[src/rtl/psel_pkg.sv]
// Shared types for the rr_psel priority selector family.
package psel_pkg;
    typedef enum logic {PSEL_IDLE, PSEL_BUSY} psel_state_t;
endpackage

[src/rtl/rr_psel_pick.sv]
// Combinational winner selection: rotate by ptr, priority-pick, rotate the index back.
module rr_psel_pick #(
    parameter int NUM_REQ = 8,
    parameter int IDX_W   = (NUM_REQ > 1) ? $clog2(NUM_REQ) : 1
) (
    input  logic [NUM_REQ-1:0] req,
    input  logic [IDX_W-1:0]   ptr,
    input  logic               rr_mode,
    input  logic               en,
    output logic [NUM_REQ-1:0] win,
    output logic [IDX_W-1:0]   win_idx,
    output logic               win_valid
);
    logic [IDX_W-1:0]   rot_amt;
    logic [NUM_REQ-1:0] rot;
    logic [IDX_W-1:0]   sel;
    logic [IDX_W:0]     sum;
    logic               found;

    always_comb begin
        // Fixed mode ignores ptr so "highest index" means absolute index.
        rot_amt = rr_mode ? ptr : '0;
        rot     = NUM_REQ'({req, req} >> rot_amt);
        sel     = '0;
        found   = 1'b0;
        if (rr_mode) begin
            for (int i = NUM_REQ - 1; i >= 0; i--) begin
                if (rot[i]) begin
                    sel   = IDX_W'(i);
                    found = 1'b1;
                end
            end
        end else begin
            for (int i = 0; i < NUM_REQ; i++) begin
                if (rot[i]) begin
                    sel   = IDX_W'(i);
                    found = 1'b1;
                end
            end
        end
        // Modulo add without a divider; ptr < NUM_REQ so one subtract suffices.
        sum = {1'b0, sel} + {1'b0, rot_amt};
        if (sum >= (IDX_W + 1)'(NUM_REQ))
            sum = sum - (IDX_W + 1)'(NUM_REQ);
        win_valid = found & en;
        win_idx   = win_valid ? sum[IDX_W-1:0] : '0;
        win       = win_valid ? (NUM_REQ'(1) << win_idx) : '0;
    end
endmodule

[src/rtl/rr_psel.sv]
// Registered fixed/round-robin priority selector with grant held until ack.
module rr_psel
    import psel_pkg::*;
#(
    parameter int NUM_REQ = 8,
    parameter int IDX_W   = (NUM_REQ > 1) ? $clog2(NUM_REQ) : 1
) (
    input  logic               clock,
    input  logic               reset,
    input  logic               en,
    input  logic [NUM_REQ-1:0] req,
    input  logic               rr_mode,
    input  logic               ack,
    output logic [NUM_REQ-1:0] gnt,
    output logic               gnt_valid,
    output logic [IDX_W-1:0]   gnt_idx,
    output logic               req_up
);
    psel_state_t        state_q, state_d;
    logic [IDX_W-1:0]   ptr_q, ptr_d;
    logic [NUM_REQ-1:0] gnt_q, gnt_d;
    logic [IDX_W-1:0]   gnt_idx_q, gnt_idx_d;
    logic               gnt_valid_q, gnt_valid_d;
    logic [NUM_REQ-1:0] win;
    logic [IDX_W-1:0]   win_idx;
    logic               win_valid;
    logic               release_g;
    logic [IDX_W:0]     inc;

    // ptr_d feeds the picker so a release and a new grant share one cycle.
    rr_psel_pick #(.NUM_REQ(NUM_REQ), .IDX_W(IDX_W)) u_pick (
        .req      (req),
        .ptr      (ptr_d),
        .rr_mode  (rr_mode),
        .en       (en),
        .win      (win),
        .win_idx  (win_idx),
        .win_valid(win_valid)
    );

    always_comb begin
        state_d     = state_q;
        ptr_d       = ptr_q;
        gnt_d       = gnt_q;
        gnt_idx_d   = gnt_idx_q;
        gnt_valid_d = gnt_valid_q;
        release_g   = (state_q == PSEL_BUSY) && ack;
        inc         = {1'b0, gnt_idx_q} + 1'b1;
        if (inc >= (IDX_W + 1)'(NUM_REQ))
            inc = '0;
        if (release_g && rr_mode)
            ptr_d = inc[IDX_W-1:0];
        if (state_q == PSEL_IDLE || release_g) begin
            gnt_d       = win;
            gnt_idx_d   = win_idx;
            gnt_valid_d = win_valid;
            state_d     = win_valid ? PSEL_BUSY : PSEL_IDLE;
        end
    end

    always_ff @(posedge clock) begin
        if (!reset) begin
            state_q     <= PSEL_IDLE;
            ptr_q       <= '0;
            gnt_q       <= '0;
            gnt_idx_q   <= '0;
            gnt_valid_q <= 1'b0;
        end else begin
            state_q     <= state_d;
            ptr_q       <= ptr_d;
            gnt_q       <= gnt_d;
            gnt_idx_q   <= gnt_idx_d;
            gnt_valid_q <= gnt_valid_d;
        end
    end

    assign gnt       = gnt_q;
    assign gnt_idx   = gnt_idx_q;
    assign gnt_valid = gnt_valid_q;
    assign req_up    = |req;
endmodule

[config.mk]
export PLATFORM = sky130hd
export DESIGN_NAME = rr_psel
export DESIGN_NICKNAME = d
export VERILOG_FILES = /design/src/rtl/psel_pkg.sv /design/src/rtl/rr_psel_pick.sv /design/src/rtl/rr_psel.sv
export SDC_FILE = /design/constraint.sdc
export NUM_CORES = 1
export LEC_CHECK = 0
export CORE_MARGIN = 2
export CORE_UTILIZATION = 57
export CTS_CLUSTER_DIAMETER = 80
export DETAILED_ROUTE_END_ITERATION = 10
export DONT_BUFFER_PORTS = 1
export PLACE_DENSITY_LB_ADDON = 0.12
export SYNTH_ARGS = -nofsm -noshare
export SYNTH_HDL_FRONTEND = slang
export SYNTH_SLANG_ARGS = --single-unit
[constraint.sdc]
create_clock -name clock -period 3.9 [get_ports clock]
set_input_delay 0.39 -clock clock [delete_from_list [all_inputs] [get_ports clock]]
set_output_delay 0.39 -clock clock [all_outputs]
set_load 0.05 [all_outputs]
; ---- Yosys cells after proc, flatten, opt, wreduce, memory -nomap -nowiden
; Cells that the tools add are included.
[totals]
output_inout_bits = 13
ff_bits = 16
elab_cells = 58
inputBits = 13
[classes]
magnitude_cmp = 2
shifts = 2
addsub = 3
bitwise = 2
mux = 40
n_reduce_logical = 4
[ops]
columns = cell, n
row1 = $mux W3, 18
row2 = $mux W1, 19
row3 = $shr A16 B3 Y8, 1
row4 = $ge A4 B4 Y1 const B, 2
row5 = $mux W8, 1
row6 = $reduce_or A8 Y1, 1
row7 = $shl A1 B3 Y8 const A, 1
row8 = $add A3 B1 Y4 const B, 1
row9 = $add A3 B3 Y4, 1
row10 = $mux W2, 2
row11 = $sub A3 B1 Y3 const B, 1
row12 = $logic_and A1 B1 Y1, 2
row13 = $and A1 B1 Y1, 1
row14 = $logic_or A1 B1 Y1, 1
row15 = $not A1 Y1, 1

; ---- Depth between registers and ports, before layout
; Gate-level depths: netlist (run 1).
[depth]
word_depth = 21
mapped_depth = 17
ltp_nobuf = 17

; ---- By module
; A second synthesis (run 1) with hierarchy kept.
[unflattened]
hier_cells = 141
hier_area_um2 = 1395.1
[modules_own_cells]
columns = module, area_each_um2, instances, cells_each, seq_area_each_um2
row1 = rr_psel_pick, 699.4, 1, 68, 0.0
row2 = rr_psel, 695.7, 1, 73, 300.3

; ---- Least setup slack after synthesis (run 1)
; Ideal clock, no wire load.
[synth_timing]
path_kind = register to register
from = reg gnt_idx_q[0], in the netlist gnt_idx[0]
to = reg gnt_q[4], in the netlist gnt[4]
path_slack_ns = -0.426
setup_time_ns = 0.062
period_less_slack_ns = 4.326
arrival_time_ns = 4.265
n_path_buf = 1
required_time_ns = 3.838
path_stages_with_launch = 18
cell_sequence = dfxtp_1 ha_1 nand4_1 o21ai_4 buf_6 mux2i_1 nor2_1 o21a_1 o221a_2 o2111a_1 nor4_1 ha_1 inv_1 fa_1 xnor2_1 or3_1 o211ai_4 a32o_1
[synth_between]
elab_chain_cells = 21
elab_cells_between_ends = 47
cone_classes = 3 x add/sub / 2 x order compare / 2 x shift / 39 x mux / 1 x bitwise
[synth_lines]
columns = element, line_no
row1 = from (decl), rr_psel.sv:22  ; logic [IDX_W-1:0] gnt_idx_q, gnt_idx_d;
row2 = from (signal assigned), rr_psel.sv:72  ; gnt_idx_q <= gnt_idx_d;
row3 = $add A3 B1 Y4 *, rr_psel.sv:48  ; inc = {1'b0, gnt_idx_q} + 1'b1;
row4 = $ge A4 B4 Y1, rr_psel.sv:49  ; if (inc >= (IDX_W + 1)'(NUM_REQ))
row5 = $mux W3 *, rr_psel.sv:49
row6 = $mux W3 *, rr_psel.sv:51  ; if (release_g && rr_mode)
row7 = $mux W3 *, rr_psel_pick.sv:22  ; rot_amt = rr_mode ? ptr : '0;
row8 = $shr A16 B3 Y8, rr_psel_pick.sv:23  ; rot = NUM_REQ'({req, req} >> rot_amt);
row9 = $mux W3 (8 in a row), rr_psel_pick.sv:28  ; if (rot[i]) begin
row10 = $mux W3, rr_psel_pick.sv:26  ; if (rr_mode) begin
row11 = $add A3 B3 Y4, rr_psel_pick.sv:42  ; sum = {1'b0, sel} + {1'b0, rot_amt};
row12 = $ge A4 B4 Y1 or $sub A3 B1 Y3 (tied branches), "rr_psel_pick.sv:43, rr_psel_pick.sv:44"
row13 = $mux W3, rr_psel_pick.sv:43  ; if (sum >= (IDX_W + 1)'(NUM_REQ))
row14 = $mux W3, rr_psel_pick.sv:46  ; win_idx = win_valid ? sum[IDX_W-1:0] : '0;
row15 = $shl A1 B3 Y8, rr_psel_pick.sv:47  ; win = win_valid ? (NUM_REQ'(1) << win_idx) : '0;
row16 = $mux W8 *, rr_psel_pick.sv:47
row17 = to (signal assigned), rr_psel.sv:71  ; gnt_q <= gnt_d;
row18 = to (decl), rr_psel.sv:21  ; logic [NUM_REQ-1:0] gnt_q, gnt_d;
; Every way passes the cells marked *; elsewhere a longest branch is shown, timed or not.
; A chain may end at the register's enable or synchronous reset.

; ---- Worst setup path after layout (run 1)
[layout_timing]
from = reg gnt_idx_q[1], in the netlist gnt_idx[1]
to = reg gnt_idx_q[2], in the netlist gnt_idx[2]
[layout_between]
elab_chain_cells = 19
elab_cells_between_ends = 45
cone_classes = 3 x add/sub / 2 x order compare / 1 x shift / 38 x mux / 1 x bitwise
[layout_lines]
columns = element, line_no
row1 = $add A3 B1 Y4 *, rr_psel.sv:48
row2 = $ge A4 B4 Y1, rr_psel.sv:49
row3 = $mux W3 *, rr_psel.sv:49
row4 = $mux W3 *, rr_psel.sv:51
row5 = $mux W3 *, rr_psel_pick.sv:22
row6 = $shr A16 B3 Y8, rr_psel_pick.sv:23
row7 = $mux W3 (8 in a row), rr_psel_pick.sv:28
row8 = $mux W3, rr_psel_pick.sv:26
row9 = $add A3 B3 Y4, rr_psel_pick.sv:42
row10 = $ge A4 B4 Y1 or $sub A3 B1 Y3 (tied branches), "rr_psel_pick.sv:43, rr_psel_pick.sv:44"
row11 = $mux W3, rr_psel_pick.sv:43
row12 = $mux W3 *, rr_psel_pick.sv:46
; Marked as above.

==> summary.txt, run 1 <==
CTS
  – Cell chosen for the clock root: sky130_fd_sc_hd__clkbuf_4
  – Sink count of the clock tree: 15
  – Clock buffer count from CTS: 3
  – TritonCTS clock tree: yes
  – Deepest level of the CTS H-tree: 1
  – Number of buffers on the longest clock path: 2
  – Clock Pin Slew Worst Setup and Hold Paths: ~90 ps
  – Worst skew pair latency: between 200 and 300 ps
  – Cts hold-fix bufs: 0

Floorplan
  – Floorplan die area: 3100 sq um
  – Total I/O pin count: 26
  – DIE WIDTH: about 56 um
  – Cell Rows: 18
  – Effective utilization at floorplan: 60.8%
  – Core area: 2500 sq um
  – Vertical extent of the die: about 56 um

GRT
  – Overall overflow remaining after global route: 0
  – Vias in the first global route: roughly 1400
  – Largest net degree at the start of global routing: 15
  – Tot GR Track Use: 24.3%
  – Global-route wire length before repair: 6140 um
  – Initial antenna violation count: 0

Synthesis
  – Yosys warns: 0
  – Area share of the largest cell type after synthesis: between 10% and 20%
  – Number of enable-type register cells in the synthesized netlist: 0
  – Post-synthesis net count: 194
  – Area of the mapped netlist: about 1500 sq um
  – Part of the Yosys area used for sequential elements: about a fifth
  – Cell type contributing the most total cell area after synthesis: sky130_fd_sc_hd__dfxtp_1
  – Cells after Synth: about 180
  – Share of synthesized registers carrying an async set or reset: 0%
  – Most used flip-flop cell after synthesis: sky130_fd_sc_hd__dfxtp_1
  – Leading post-synthesis cells by cell area: sky130_fd_sc_hd__dfxtp_1, sky130_fd_sc_hd__mux2i_1, sky130_fd_sc_hd__nand2_1, sky130_fd_sc_hd__o21ai_0, sky130_fd_sc_hd__clkbuf_8
  – Syn Area/Cell: 8.54 sq um
  – Flip-flop and latch count after synthesis: 15
  – Synth unique cells: 61

Worst setup path
  – Kind of start point of the critical path: register
  – Setup crit end kind: register
  – CP arrival: approximately 4200 ps
  – Number of buffers and inverters on the critical path: 2
  – Beginning of the worst register-to-register path: gnt_idx[1]$_SDFFE_PN0P_
  – Crit-path cells: ha_4 -> nand4_1 -> o21ai_4 -> inv_2 -> mux2i_2 -> nor2_2 -> o21a_1 -> o221a_2 -> o2111a_1 -> nor4_2 -> ha_2 -> inv_2 -> fa_2 -> xnor2_2 -> or3_4 -> o211ai_2 -> a22o_1
  – Most common cell on crit path: sky130_fd_sc_hd__inv_2
  – Delay of the slowest cell on the worst path: around 370 ps
  – Required time worst endpoint: 4140 ps
  – Maximum fanout encountered on the critical timing path: 6
  – Slowest stage cell, crit path: sky130_fd_sc_hd__dfxtp_4
  – Worst reg-to-reg setup slack: -20 ps
  – Endpoint of the worst register-to-register path: gnt_idx[2]$_SDFFE_PN0P_
  – Number of cells traversed by the worst register-to-register path: 17
  – Timing startpoint of the critical path: gnt_idx[1]$_SDFFE_PN0P_
  – Kind of cell adding the most delay to the critical path: compound AO/OA/AOI/OAI gates
  – Worst Path Class, Setup: reg -> reg

Hold path
  – Hold wc startpoint: reset
  – Type of the tightest min-delay check: in -> reg
  – Hold path endpoint: ptr_q[2]$_SDFF_PN0_
  – Worst Hold Depth: 1

Timing
  – Final hold slack: 227 ps
  – Final Hold Violating Endpoints: 0
  – Final setup violation count: 6
  – Worst slew pin tran: approximately 550 ps
  – Setup Skew: around 6.7 ps
  – Final cycle utilization of the critical path: 101%
  – Min Clock Period, post-route: just under 4000 ps
  – Unrepaired setup endpoints after global routing: yes
  – Setup slack after layout: -22.0 ps
  – Slew Limit Fails: 0
  – Max Fclk: between 0.2 and 0.3 GHz
  – Worst-case headroom to the max-slew limit: 63.4%

Power
  – Switch Pwr: between 150 and 200 uW
  – Leak pwr: approximately 0.65 nW
  – Overall power after layout: 427 uW
  – Seq pwr share: between 40% and 50%
  – Switching portion of total power: between 30% and 40%
  – Pwr/cell area: ~250 nW/um^2
  – Int Pwr: around 270 uW
  – Clock network fraction of design power: about a fifth
  – Part of the power in combinational logic: 37.5%
  – Worst vdd ir: approximately 0.33 mV

Route
  – Remaining antenna violation count: 0
  – Detailed-route wire length per cell: 16.8 um
  – Total wire length: 3740 um
  – DRC errors left: 0
  – Number of vias in the routed layout: 1449
  – Via density per instance: ~6.5
  – Initial DRC count: 94
  – Pre-antenna DRT Iters: 4

Cells and area
  – Synth-to-Final Area Change: 12.9%
  – Count of fill cells added during filler insertion: 210
  – Net count reported at finish: 210
  – Ant. Diodes: 0
  – Share of post-route cells with drive strength above 1: between 30% and 40%

Flow run
  – Max-cap violation count: 0

Placed design
  – Total of buffers placed on input and output ports: 0
  – DP Wirelength: about 2700 um
  – Placer's final routability congestion estimate: ~0.95

Outcome
  – Violated checks: negative setup slack
  – Run status: complete, but fails checks
## synth_stat cells, drive strengths merged, types with 3 or more instances
| master | n |
|---|---|
| a21oi | 6 |
| o21a | 4 |
| a22o | 3 |
| a32oi | 3 |
| clkbuf | 4 |
| xnor2 | 3 |
| nand2 | 23 |
| a21boi | 4 |
| mux2i | 13 |
| o211ai | 7 |
| nor2 | 12 |
| a32o | 3 |
| o21ai | 11 |
| nor4 | 3 |
| and2 | 4 |
| nand3 | 4 |
| inv | 8 |
| dfxtp | 15 |
| buf | 6 |
| nor3 | 4 |
| and3 | 4 |
| a211oi | 5 |
## worst max path at each step
stage                         endpoint  slack (ps)  depth (start not counted)
5_1_grt            gnt[5]$_SDFFE_PN0P_        -170                         17
3_3_place_gp       gnt[0]$_SDFFE_PN0P_          20                         17
6_report       gnt_idx[2]$_SDFFE_PN0P_         -20                         17
2_1_floorplan      gnt[4]$_SDFFE_PN0P_         -10                         17
3_5_place_dp       gnt[0]$_SDFFE_PN0P_         -60                         17
4_1_cts        gnt_idx[2]$_SDFFE_PN0P_          10                         16
## state kept, by name (all words and copies together), names as in the netlist
name / flops
state_q: 1
ptr_q: 3
gnt: 8
gnt_idx: 3
## metal layers
layer / GRT usage, % / share of wire, % / routed length (um) / vias up
met3: 1.40 / 5.0 / 188 / 7
met1: 31.5 / 43 / 1590 / 684
met2: 41.8 / 51 / 1900 / 47
met4: 9.76 / 1.6 / 59 / 0
li1: - / - / - / 711
met5: 0 / 0 / 0 / -
## power groups by stage
stage	Combinational, mW	Clock [mW]	Sequential, mW
after floorplan	0.116	0	0.194
after global placement	0.141	0	0.183
after detailed placement	0.144	0	0.183
after CTS	0.148	0.0898	0.180
after global routing	0.174	0.0986	0.181
final	0.160	0.0872	0.180
## cells in the final DEF, fill, tap and decap left out, types with 3 or more instances in the layout
master,synthesis,final
sky130_fd_sc_hd__nand2_1,23,23
sky130_fd_sc_hd__buf_4,2,19
sky130_fd_sc_hd__dfxtp_1,15,12
sky130_fd_sc_hd__mux2i_1,13,11
sky130_fd_sc_hd__nor2_1,11,10
sky130_fd_sc_hd__o21ai_0,10,9
sky130_fd_sc_hd__a21oi_1,6,6
sky130_fd_sc_hd__inv_1,6,5
sky130_fd_sc_hd__o211ai_1,5,5
sky130_fd_sc_hd__nand3_1,4,4
sky130_fd_sc_hd__a211oi_1,5,4
sky130_fd_sc_hd__a21boi_0,4,4
sky130_fd_sc_hd__nor3_1,4,4
sky130_fd_sc_hd__o21a_1,3,3
sky130_fd_sc_hd__a32oi_1,3,3
sky130_fd_sc_hd__a32o_1,3,3
sky130_fd_sc_hd__and2_1,3,3
sky130_fd_sc_hd__a22o_1,3,3
sky130_fd_sc_hd__clkbuf_4,0,3
## stage by stage
stage / TNS, ps / setup slack, ps / utilization [%] / cell area [sq um] / std cells
6_report: -58.2 / -22.0 / 68.7 / 1720 / 223
3_5_place_dp: -343 / -60.9 / 63.4 / 1580 / 211
3_3_place_gp: 0 / 21.9 / 63.4 / 1580 / 211
4_1_cts: 0 / 13.4 / 65.4 / 1630 / 217
5_1_grt: -1350 / -167 / 68.7 / 1720 / 223
2_1_floorplan: -48.5 / -14.4 / - / 1560 / 178
## repair_timing
action / 4_1_cts / 5_1_grt
endpoints found under the setup margin: 9 / 9
pin swaps: 3 / 4
cloned: 1 / 0
gates resized for setup: 2 / 9
setup buffers: 1 / 6
## cell type report
cell class,instances,area (sq um),share of cell area (%)
Clock buffer,3,22.5,1.31
Clock inverter,1,5.00,0.292
Inverter,8,37.5,2.19
Multi-Input combinational cell,146,1150,67.1
Sequential cell,15,309,18.0
Tap cell,30,37.5,2.19
Timing Repair Buffer,20,154,8.97
## kinds of logic (layout without fill, tap and decap cells)
family	after synthesis	count (layout)	share of synthesized area, %
AOI/OAI and AO/OA	64	65	36.1
xor gates and xnor gates	3	3	2.96
adders and majority gates	3	3	2.96
buffers and inverters	18	32	9.55
DFF	15	15	19.8
muxes	13	13	8.56
and+or+nand+nor	62	62	20.2
(Power assumes the default switching activity.)
==> run 2: changes to the inputs <==
--- a/config.mk
+++ b/config.mk
@@ -5,8 +5,9 @@
 export SDC_FILE = /design/constraint.sdc
 export NUM_CORES = 1
 export LEC_CHECK = 0
+export ABC_AREA = 1
 export CORE_MARGIN = 2
-export CORE_UTILIZATION = 57
+export CORE_UTILIZATION = 56
 export CTS_CLUSTER_DIAMETER = 80
 export DETAILED_ROUTE_END_ITERATION = 10
 export DONT_BUFFER_PORTS = 1
==> run 2 against run 1 <==
The run now ends clean. Synthesized cell count is 7.3% higher. First-iteration DRC count fell by 70%. Critical path depth up 4. Die area decreased by 15%. Routed wire length is 26% lower. Final cell count unchanged. Clock power up 4.9%. Final area shrank 23%.
==> summary.txt, run 2 <==
Outcome
  – Run status: completed

Worst setup path
  – Kind of start point of the critical path: register
  – Worst Path Class, Setup: reg -> reg
  – Setup crit end kind: register
  – CP arrival: 3720 ps (-440 ps)
  – Required time worst endpoint: 4130 ps (about the same)
  – Maximum fanout encountered on the critical timing path: 10 (+4)

Synthesis
  – List of most frequent post-synthesis cells: sky130_fd_sc_hd__nand3_1, sky130_fd_sc_hd__nand2_1, sky130_fd_sc_hd__inv_1, sky130_fd_sc_hd__dfxtp_1, sky130_fd_sc_hd__a21oi_1
  – Yosys warns: 0 (unchanged)
  – Most frequent cell after synthesis: sky130_fd_sc_hd__nand3_1
  – Flip-flop and latch count after synthesis: 15 (unchanged)
  – Area share of the largest cell type after synthesis: 23.9% (+4.1 points)
  – Part of the Yosys area used for sequential elements: 23.9% (+4.1 points)
  – Cells after Synth: 191 (+7.3%)
  – Area of the mapped netlist: 1260 sq um (-17%)
  – Share of synthesized registers carrying an async set or reset: 0% (unchanged)
  – Synth unique cells: 29 (-52%)
  – Post-synthesis net count: 207 (+6.7%)
  – Syn Area/Cell: 6.59 sq um (-23%)
  – Cell type contributing the most total cell area after synthesis: sky130_fd_sc_hd__dfxtp_1
  – Leading post-synthesis cells by cell area: sky130_fd_sc_hd__dfxtp_1, sky130_fd_sc_hd__nand3_1, sky130_fd_sc_hd__nand2_1, sky130_fd_sc_hd__inv_1, sky130_fd_sc_hd__a21oi_1
  – Number of enable-type register cells in the synthesized netlist: 0 (unchanged)
  – Most used flip-flop cell after synthesis: sky130_fd_sc_hd__dfxtp_1

Placed design
  – DP Wirelength: 2170 um (-21%)
  – Placement Setup Slack: 447 ps (+508 ps)
  – Placer's final routability congestion estimate: 0.789 (-17%)
  – Total of buffers placed on input and output ports: 0 (unchanged)

Timing
  – Final setup violation count: 0 (-6)
  – Final Hold Violating Endpoints: 0 (unchanged)
  – Setup Skew: 6.84 ps (+0.110 ps)
  – Worst-case headroom to the max-slew limit: 44.5% (-19 points)
  – Unrepaired setup endpoints after global routing: no
  – Max Fclk: 0.286 GHz (+12%)
  – TNS Setup: 0 ps (+58.2 ps)
  – Worst slew pin tran: 830 ps (+282 ps)
  – Slew Limit Fails: 0 (unchanged)
  – Final cycle utilization of the critical path: 89.5% (-11 points)
  – Setup slack after layout: 409 ps (+431 ps)
  – Min Clock Period, post-route: 3490 ps (-431 ps)

Cells and area
  – Largest register FFs: 8 (unchanged)
  – Most common library cell in the layout ignoring fill and taps: sky130_fd_sc_hd__nand3_1
  – Most frequent cells in the layout: sky130_fd_sc_hd__nand3_1, sky130_fd_sc_hd__nand2_1, sky130_fd_sc_hd__inv_1
  – Share of post-route cells with drive strength above 1: 16.9% (-15 points)
  – Synth-to-Final Area Change: 4.97%
  – Net count reported at finish: 212 (+0.95%)
  – Final core area utilization: 60.9% (-7.8 points)
  – Count of fill cells added during filler insertion: 227 (+8.1%)
  – Ant. Diodes: 0 (unchanged)

Floorplan
  – Cell Rows: 17 (-1)
  – Vertical extent of the die: 51.4 um (-7.6%)
  – Total I/O pin count: 26 (unchanged)
  – DIE WIDTH: 51.4 um (-7.6%)
  – Effective utilization at floorplan: 58.0% (-2.8 points)
  – Floorplan die area: 2640 sq um (-15%)
  – Core area: 2170 sq um (-13%)

CTS
  – Sink count of the clock tree: 15 (unchanged)
  – Worst skew pair latency: 290 ps (about the same)
  – Number of buffers on the longest clock path: 2 (unchanged)
  – TritonCTS clock tree: yes
  – Cell chosen for the clock root: sky130_fd_sc_hd__clkbuf_4
  – Clock Pin Slew Worst Setup and Hold Paths: 100 ps (about the same)
  – Cts hold-fix bufs: 0 (unchanged)
  – Setup repair bufs after CTS: 0 (-1)
  – Deepest level of the CTS H-tree: 1 (unchanged)
  – CTS-repair resized insts: 0 (-2)
  – Clock buffer count from CTS: 3 (unchanged)

GRT
  – Tot GR Track Use: 23.5% (-0.79 points)
  – Global-route wire length before repair: 4770 um (-22%)
  – Largest net degree at the start of global routing: 21 (+6)
  – Vias in the first global route: 1223 (-10%)
  – Overall overflow remaining after global route: 0 (unchanged)
  – Initial antenna violation count: 0 (unchanged)

Route
  – DRC errors left: 0 (unchanged)
  – Detailed-route wire length per cell: 12.3 um (-26%)
  – Remaining antenna violation count: 0 (unchanged)
  – Total wire length: 2750 um (-26%)
  – Number of vias in the routed layout: 1304 (-10%)
  – Via density per instance: 5.85 (-10%)
  – Pre-antenna DRT Iters: 4 (unchanged)
  – Initial DRC count: 28 (-70%)

Power
  – Worst vdd ir: 0.227 mV (-31%)
  – Pwr/cell area: 315 nW/um^2 (+27%)
  – Leak pwr: 0.582 nW (-10%)

Hold path
  – Type of the tightest min-delay check: in -> reg

Flow run
  – Max-cap violation count: 0 (unchanged)
## run 2: worst max-delay path, cell delays in order (launching register included)
cell	delay, ps
sky130_fd_sc_hd__dfxtp_1	320
sky130_fd_sc_hd__ha_1	280
sky130_fd_sc_hd__inv_1	60
sky130_fd_sc_hd__nand4_1	150
sky130_fd_sc_hd__nand3_4	190
sky130_fd_sc_hd__inv_4	80
sky130_fd_sc_hd__nand3_1	110
sky130_fd_sc_hd__nand3_1	100
sky130_fd_sc_hd__nand2_2	100
sky130_fd_sc_hd__inv_1	60
sky130_fd_sc_hd__a21oi_1	130
sky130_fd_sc_hd__nor2_1	60
sky130_fd_sc_hd__o21ai_0	150
sky130_fd_sc_hd__nand2_1	70
sky130_fd_sc_hd__nand2_1	50
sky130_fd_sc_hd__o21ai_0	100
sky130_fd_sc_hd__ha_1	190
sky130_fd_sc_hd__inv_1	60
sky130_fd_sc_hd__fa_1	470
sky130_fd_sc_hd__nor4_1	440
sky130_fd_sc_hd__nand3_1	130
sky130_fd_sc_hd__a21oi_1	130
## run 2: layout make-up
class | instances | area (sq um) | area share [%]
repair buffers | 4 | 30.0 | 2.27
multi-input cells | 151 | 847 | 64.1
clock buffers | 3 | 22.5 | 1.70
flip-flops and latches | 15 | 300 | 22.7
clock inverters | 1 | 5.00 | 0.379
inverters | 21 | 81.3 | 6.16
well taps | 28 | 35.0 | 2.65
## run 2: cell families (layout without fill, tap and decap cells)
group                    after synthesis  count (layout)  share of synthesized area [%]
adder cells (fa/ha/maj)                3               3                           3.58
buffers and inverters                 25              29                           8.85
AO/OA/AOI/OAI                         23              23                           11.1
AND/OR/NAND/NOR                      124             124                           51.9
XOR/XNOR                               1               1                          0.696
flip-flops                            15              15                           23.9
## run 2: per-stage QoR
step | std cells | power [mW] | area [sq um] | hold slack [ps]
finish | 223 | 0.416 | 1320 | 235
global route | 223 | 0.441 | 1320 | 244
CTS | 223 | 0.417 | 1320 | 237
detailed placement | 219 | 0.327 | 1290 | 504
global placement | 219 | 0.324 | 1290 | 493
floorplan | 191 | 0.306 | 1260 | 486
## run 2: power breakdown
part           internal, mW  total (mW)  switching, mW
logic                0.0486       0.145         0.0960
clock network        0.0382      0.0915         0.0534
registers             0.162       0.180         0.0185
total                 0.248       0.416          0.168
## run 2: worst paths after layout
check                                        startpoint                 endpoint  slack [ps]  cells after the start
worst min-delay path                              reset  gnt_idx[0]$_SDFFE_PN0P_         230                      2
worst max register to register  gnt_idx[0]$_SDFFE_PN0P_      gnt[6]$_SDFFE_PN0P_         410                     21
worst max-delay path            gnt_idx[0]$_SDFFE_PN0P_      gnt[6]$_SDFFE_PN0P_         410                     21
worst min register to register      ptr_q[0]$_SDFF_PN0_      ptr_q[0]$_SDFF_PN0_         520                      2
## run 2: layer usage
metal	global-route usage [%]	vias to the layer above	share of wire, %
met4	11.4	0	1.8
met5	0	-	0
met1	27.9	592	45
li1	-	660	-
met3	4.09	10	4.9
met2	40.4	42	48
==> run 3: changes to the inputs <==
--- a/config.mk
+++ b/config.mk
@@ -8,9 +8,9 @@
 export ABC_AREA = 1
 export CORE_MARGIN = 2
 export CORE_UTILIZATION = 56
-export CTS_CLUSTER_DIAMETER = 80
 export DETAILED_ROUTE_END_ITERATION = 10
 export DONT_BUFFER_PORTS = 1
+export MAX_ROUTING_LAYER = met4
 export PLACE_DENSITY_LB_ADDON = 0.12
 export SYNTH_ARGS = -nofsm -noshare
 export SYNTH_HDL_FRONTEND = slang
==> run 3 against run 2 <==
Final area is the same. Critical path depth is the same. Sequential cell count is the same. Fmax is essentially flat. Final cell count is the same. First-iteration DRC count is the same. Routed wire length grew 0.11%. Clock-buffer cell count is the same. Highest routed layer unchanged.
==> summary.txt, run 3 (synthesis results as in run 2) <==
Cells and area
  – Final core area utilization: 60.9% (unchanged)
  – Largest register FFs: 8 (unchanged)
  – Share of post-route cells with drive strength above 1: 16.9% (unchanged)
  – Net count reported at finish: 212 (unchanged)
  – Most frequent cells in the layout: sky130_fd_sc_hd__nand3_1, sky130_fd_sc_hd__nand2_1, sky130_fd_sc_hd__inv_1
  – Ant. Diodes: 0 (unchanged)
  – Count of fill cells added during filler insertion: 227 (unchanged)
  – Synth-to-Final Area Change: 4.97% (unchanged)
  – Number of cells in the finished layout apart from fillers: 223 (unchanged)
  – Most common library cell in the layout ignoring fill and taps: sky130_fd_sc_hd__nand3_1

Power
  – Leak pwr: 0.582 nW (unchanged)
  – Int Pwr: 248 uW (about the same)
  – Switch Pwr: 168 uW (about the same)
  – Pwr/cell area: 315 nW/um^2 (about the same)
  – Clock network fraction of design power: 22.0% (about the same)
  – Switching portion of total power: 40.3% (about the same)
  – Overall power after layout: 416 uW (about the same)
  – Part of the power in combinational logic: 34.7% (about the same)
  – Worst vdd ir: 0.227 mV (about the same)
  – Seq pwr share: 43.3% (about the same)

Worst setup path
  – Kind of start point of the critical path: register
  – Required time worst endpoint: 4130 ps (about the same)
  – Worst reg-to-reg setup slack: 410 ps (about the same)
  – CP arrival: 3720 ps (about the same)
  – Setup crit end kind: register
  – Worst Path Class, Setup: reg -> reg
  – Maximum fanout encountered on the critical timing path: 10 (unchanged)

CTS
  – Worst skew pair latency: 290 ps (about the same)
  – Cell chosen for the clock root: sky130_fd_sc_hd__clkbuf_4
  – Cts hold-fix bufs: 0 (unchanged)
  – CTS-repair resized insts: 0 (unchanged)
  – Clock buffer count from CTS: 3 (unchanged)
  – TritonCTS clock tree: yes
  – Number of buffers on the longest clock path: 2 (unchanged)
  – Setup repair bufs after CTS: 0 (unchanged)
  – Sink count of the clock tree: 15 (unchanged)
  – Clock Pin Slew Worst Setup and Hold Paths: 100 ps (about the same)
  – Deepest level of the CTS H-tree: 1 (unchanged)

Placed design
  – Placer's final routability congestion estimate: 0.800 (+1.4%)
  – Placed insts: 219 (unchanged)
  – Total of buffers placed on input and output ports: 0 (unchanged)
  – DP Wirelength: 2170 um (unchanged)

Timing
  – TNS Setup: 0 ps (unchanged)
  – Max Fclk: 0.286 GHz (about the same)
  – Worst-case headroom to the max-slew limit: 44.5% (about the same)
  – Slew Limit Fails: 0 (unchanged)
  – Min Clock Period, post-route: 3490 ps (+0.409 ps)
  – Setup Skew: 6.84 ps (+0.00663 ps)
  – Worst slew pin tran: 830 ps (-0.366 ps)
  – Unrepaired setup endpoints after global routing: no
  – Final hold slack: 235 ps (-0.0910 ps)
  – Final Hold Violating Endpoints: 0 (unchanged)
  – Final cycle utilization of the critical path: 89.5% (about the same)
  – Final setup violation count: 0 (unchanged)

Floorplan
  – DIE WIDTH: 51.4 um (unchanged)
  – Core area: 2170 sq um (unchanged)
  – Vertical extent of the die: 51.4 um (unchanged)
  – Floorplan die area: 2640 sq um (unchanged)
  – Total I/O pin count: 26 (unchanged)
  – Cell Rows: 17 (unchanged)
  – Effective utilization at floorplan: 58.0% (unchanged)

Route
  – Detailed-route wire length per cell: 12.4 um (+0.11%)
  – Via density per instance: 5.85 (about the same)
  – DRC errors left: 0 (unchanged)
  – Number of vias in the routed layout: 1305 (+0.077%)
  – Initial DRC count: 28 (unchanged)
  – Remaining antenna violation count: 0 (unchanged)
  – Pre-antenna DRT Iters: 4 (unchanged)
  – Total wire length: 2760 um (+0.11%)

GRT
  – Largest net degree at the start of global routing: 21 (unchanged)
  – Global-route wire length before repair: 4780 um (+0.15%)
  – Overall overflow remaining after global route: 0 (unchanged)
  – Tot GR Track Use: 24.1% (+0.62 points)
  – Initial antenna violation count: 0 (unchanged)
  – Vias in the first global route: 1223 (unchanged)

Outcome
  – Run status: completed

Flow run
  – Max-cap violation count: 0 (unchanged)

Hold path
  – Type of the tightest min-delay check: in -> reg
-- run 3: cell counts in the layout (fill, tap and decap cells not counted) --
Identical to the previous run, type by type.
-- run 3: critical path, cell delays in order, from the launching register on --
cell and delay [ps]:
sky130_fd_sc_hd__dfxtp_1 320, sky130_fd_sc_hd__ha_1 280, sky130_fd_sc_hd__inv_1 60, sky130_fd_sc_hd__nand4_1 150, sky130_fd_sc_hd__nand3_4 190, sky130_fd_sc_hd__inv_4 80, sky130_fd_sc_hd__nand3_1 110, sky130_fd_sc_hd__nand3_1 100
sky130_fd_sc_hd__nand2_2 100, sky130_fd_sc_hd__inv_1 60, sky130_fd_sc_hd__a21oi_1 130, sky130_fd_sc_hd__nor2_1 60, sky130_fd_sc_hd__o21ai_0 150, sky130_fd_sc_hd__nand2_1 70, sky130_fd_sc_hd__nand2_1 50, sky130_fd_sc_hd__o21ai_0 100
sky130_fd_sc_hd__ha_1 190, sky130_fd_sc_hd__inv_1 60, sky130_fd_sc_hd__fa_1 470, sky130_fd_sc_hd__nor4_1 440, sky130_fd_sc_hd__nand3_1 130, sky130_fd_sc_hd__a21oi_1 130
-- run 3: layout make-up --
class / count / area, sq um / area share [%]
Inverter: 21 / 81.3 / 6.16
Sequential cell: 15 / 300 / 22.7
Clock buffer: 3 / 22.5 / 1.70
Tap cell: 28 / 35.0 / 2.65
Multi-Input combinational cell: 151 / 847 / 64.1
Timing Repair Buffer: 4 / 30.0 / 2.27
Clock inverter: 1 / 5.00 / 0.379
-- run 3: final timing paths --
kind	from	cells after the start	endpoint
setup / recovery	gnt_idx[0]$_SDFFE_PN0P_	21	gnt[6]$_SDFFE_PN0P_
hold / removal	reset	2	gnt_idx[0]$_SDFFE_PN0P_
setup reg to reg	gnt_idx[0]$_SDFFE_PN0P_	21	gnt[6]$_SDFFE_PN0P_
hold reg to reg	ptr_q[0]$_SDFF_PN0_	2	ptr_q[0]$_SDFF_PN0_
-- run 3: through the flow --
stage,area (sq um),setup WS [ps]
6_report,1320,409
5_1_grt,1320,92.6
4_1_cts,1320,430
3_5_place_dp,1290,447
3_3_place_gp,1290,530
2_1_floorplan,1260,423
-- run 3: power groups by stage --
| stage | Sequential, mW | Combinational, mW | Clock, mW |
|---|---|---|---|
| floorplan | 0.196 | 0.110 | 0 |
| global placement | 0.183 | 0.140 | 0 |
| detailed placement | 0.184 | 0.144 | 0 |
| CTS | 0.180 | 0.144 | 0.0930 |
| global route | 0.181 | 0.163 | 0.0969 |
| finish | 0.180 | 0.145 | 0.0916 |
-- run 3: routing by layer --
metal / share of wire (%) / global-route usage, % / up-vias
met2: 48 / 40.4 / 42
met4: 1.8 / 11.4 / 0
li1: - / - / 660
met5: 0 / - / -
met3: 4.5 / 3.51 / 10
met1: 45 / 28.3 / 593
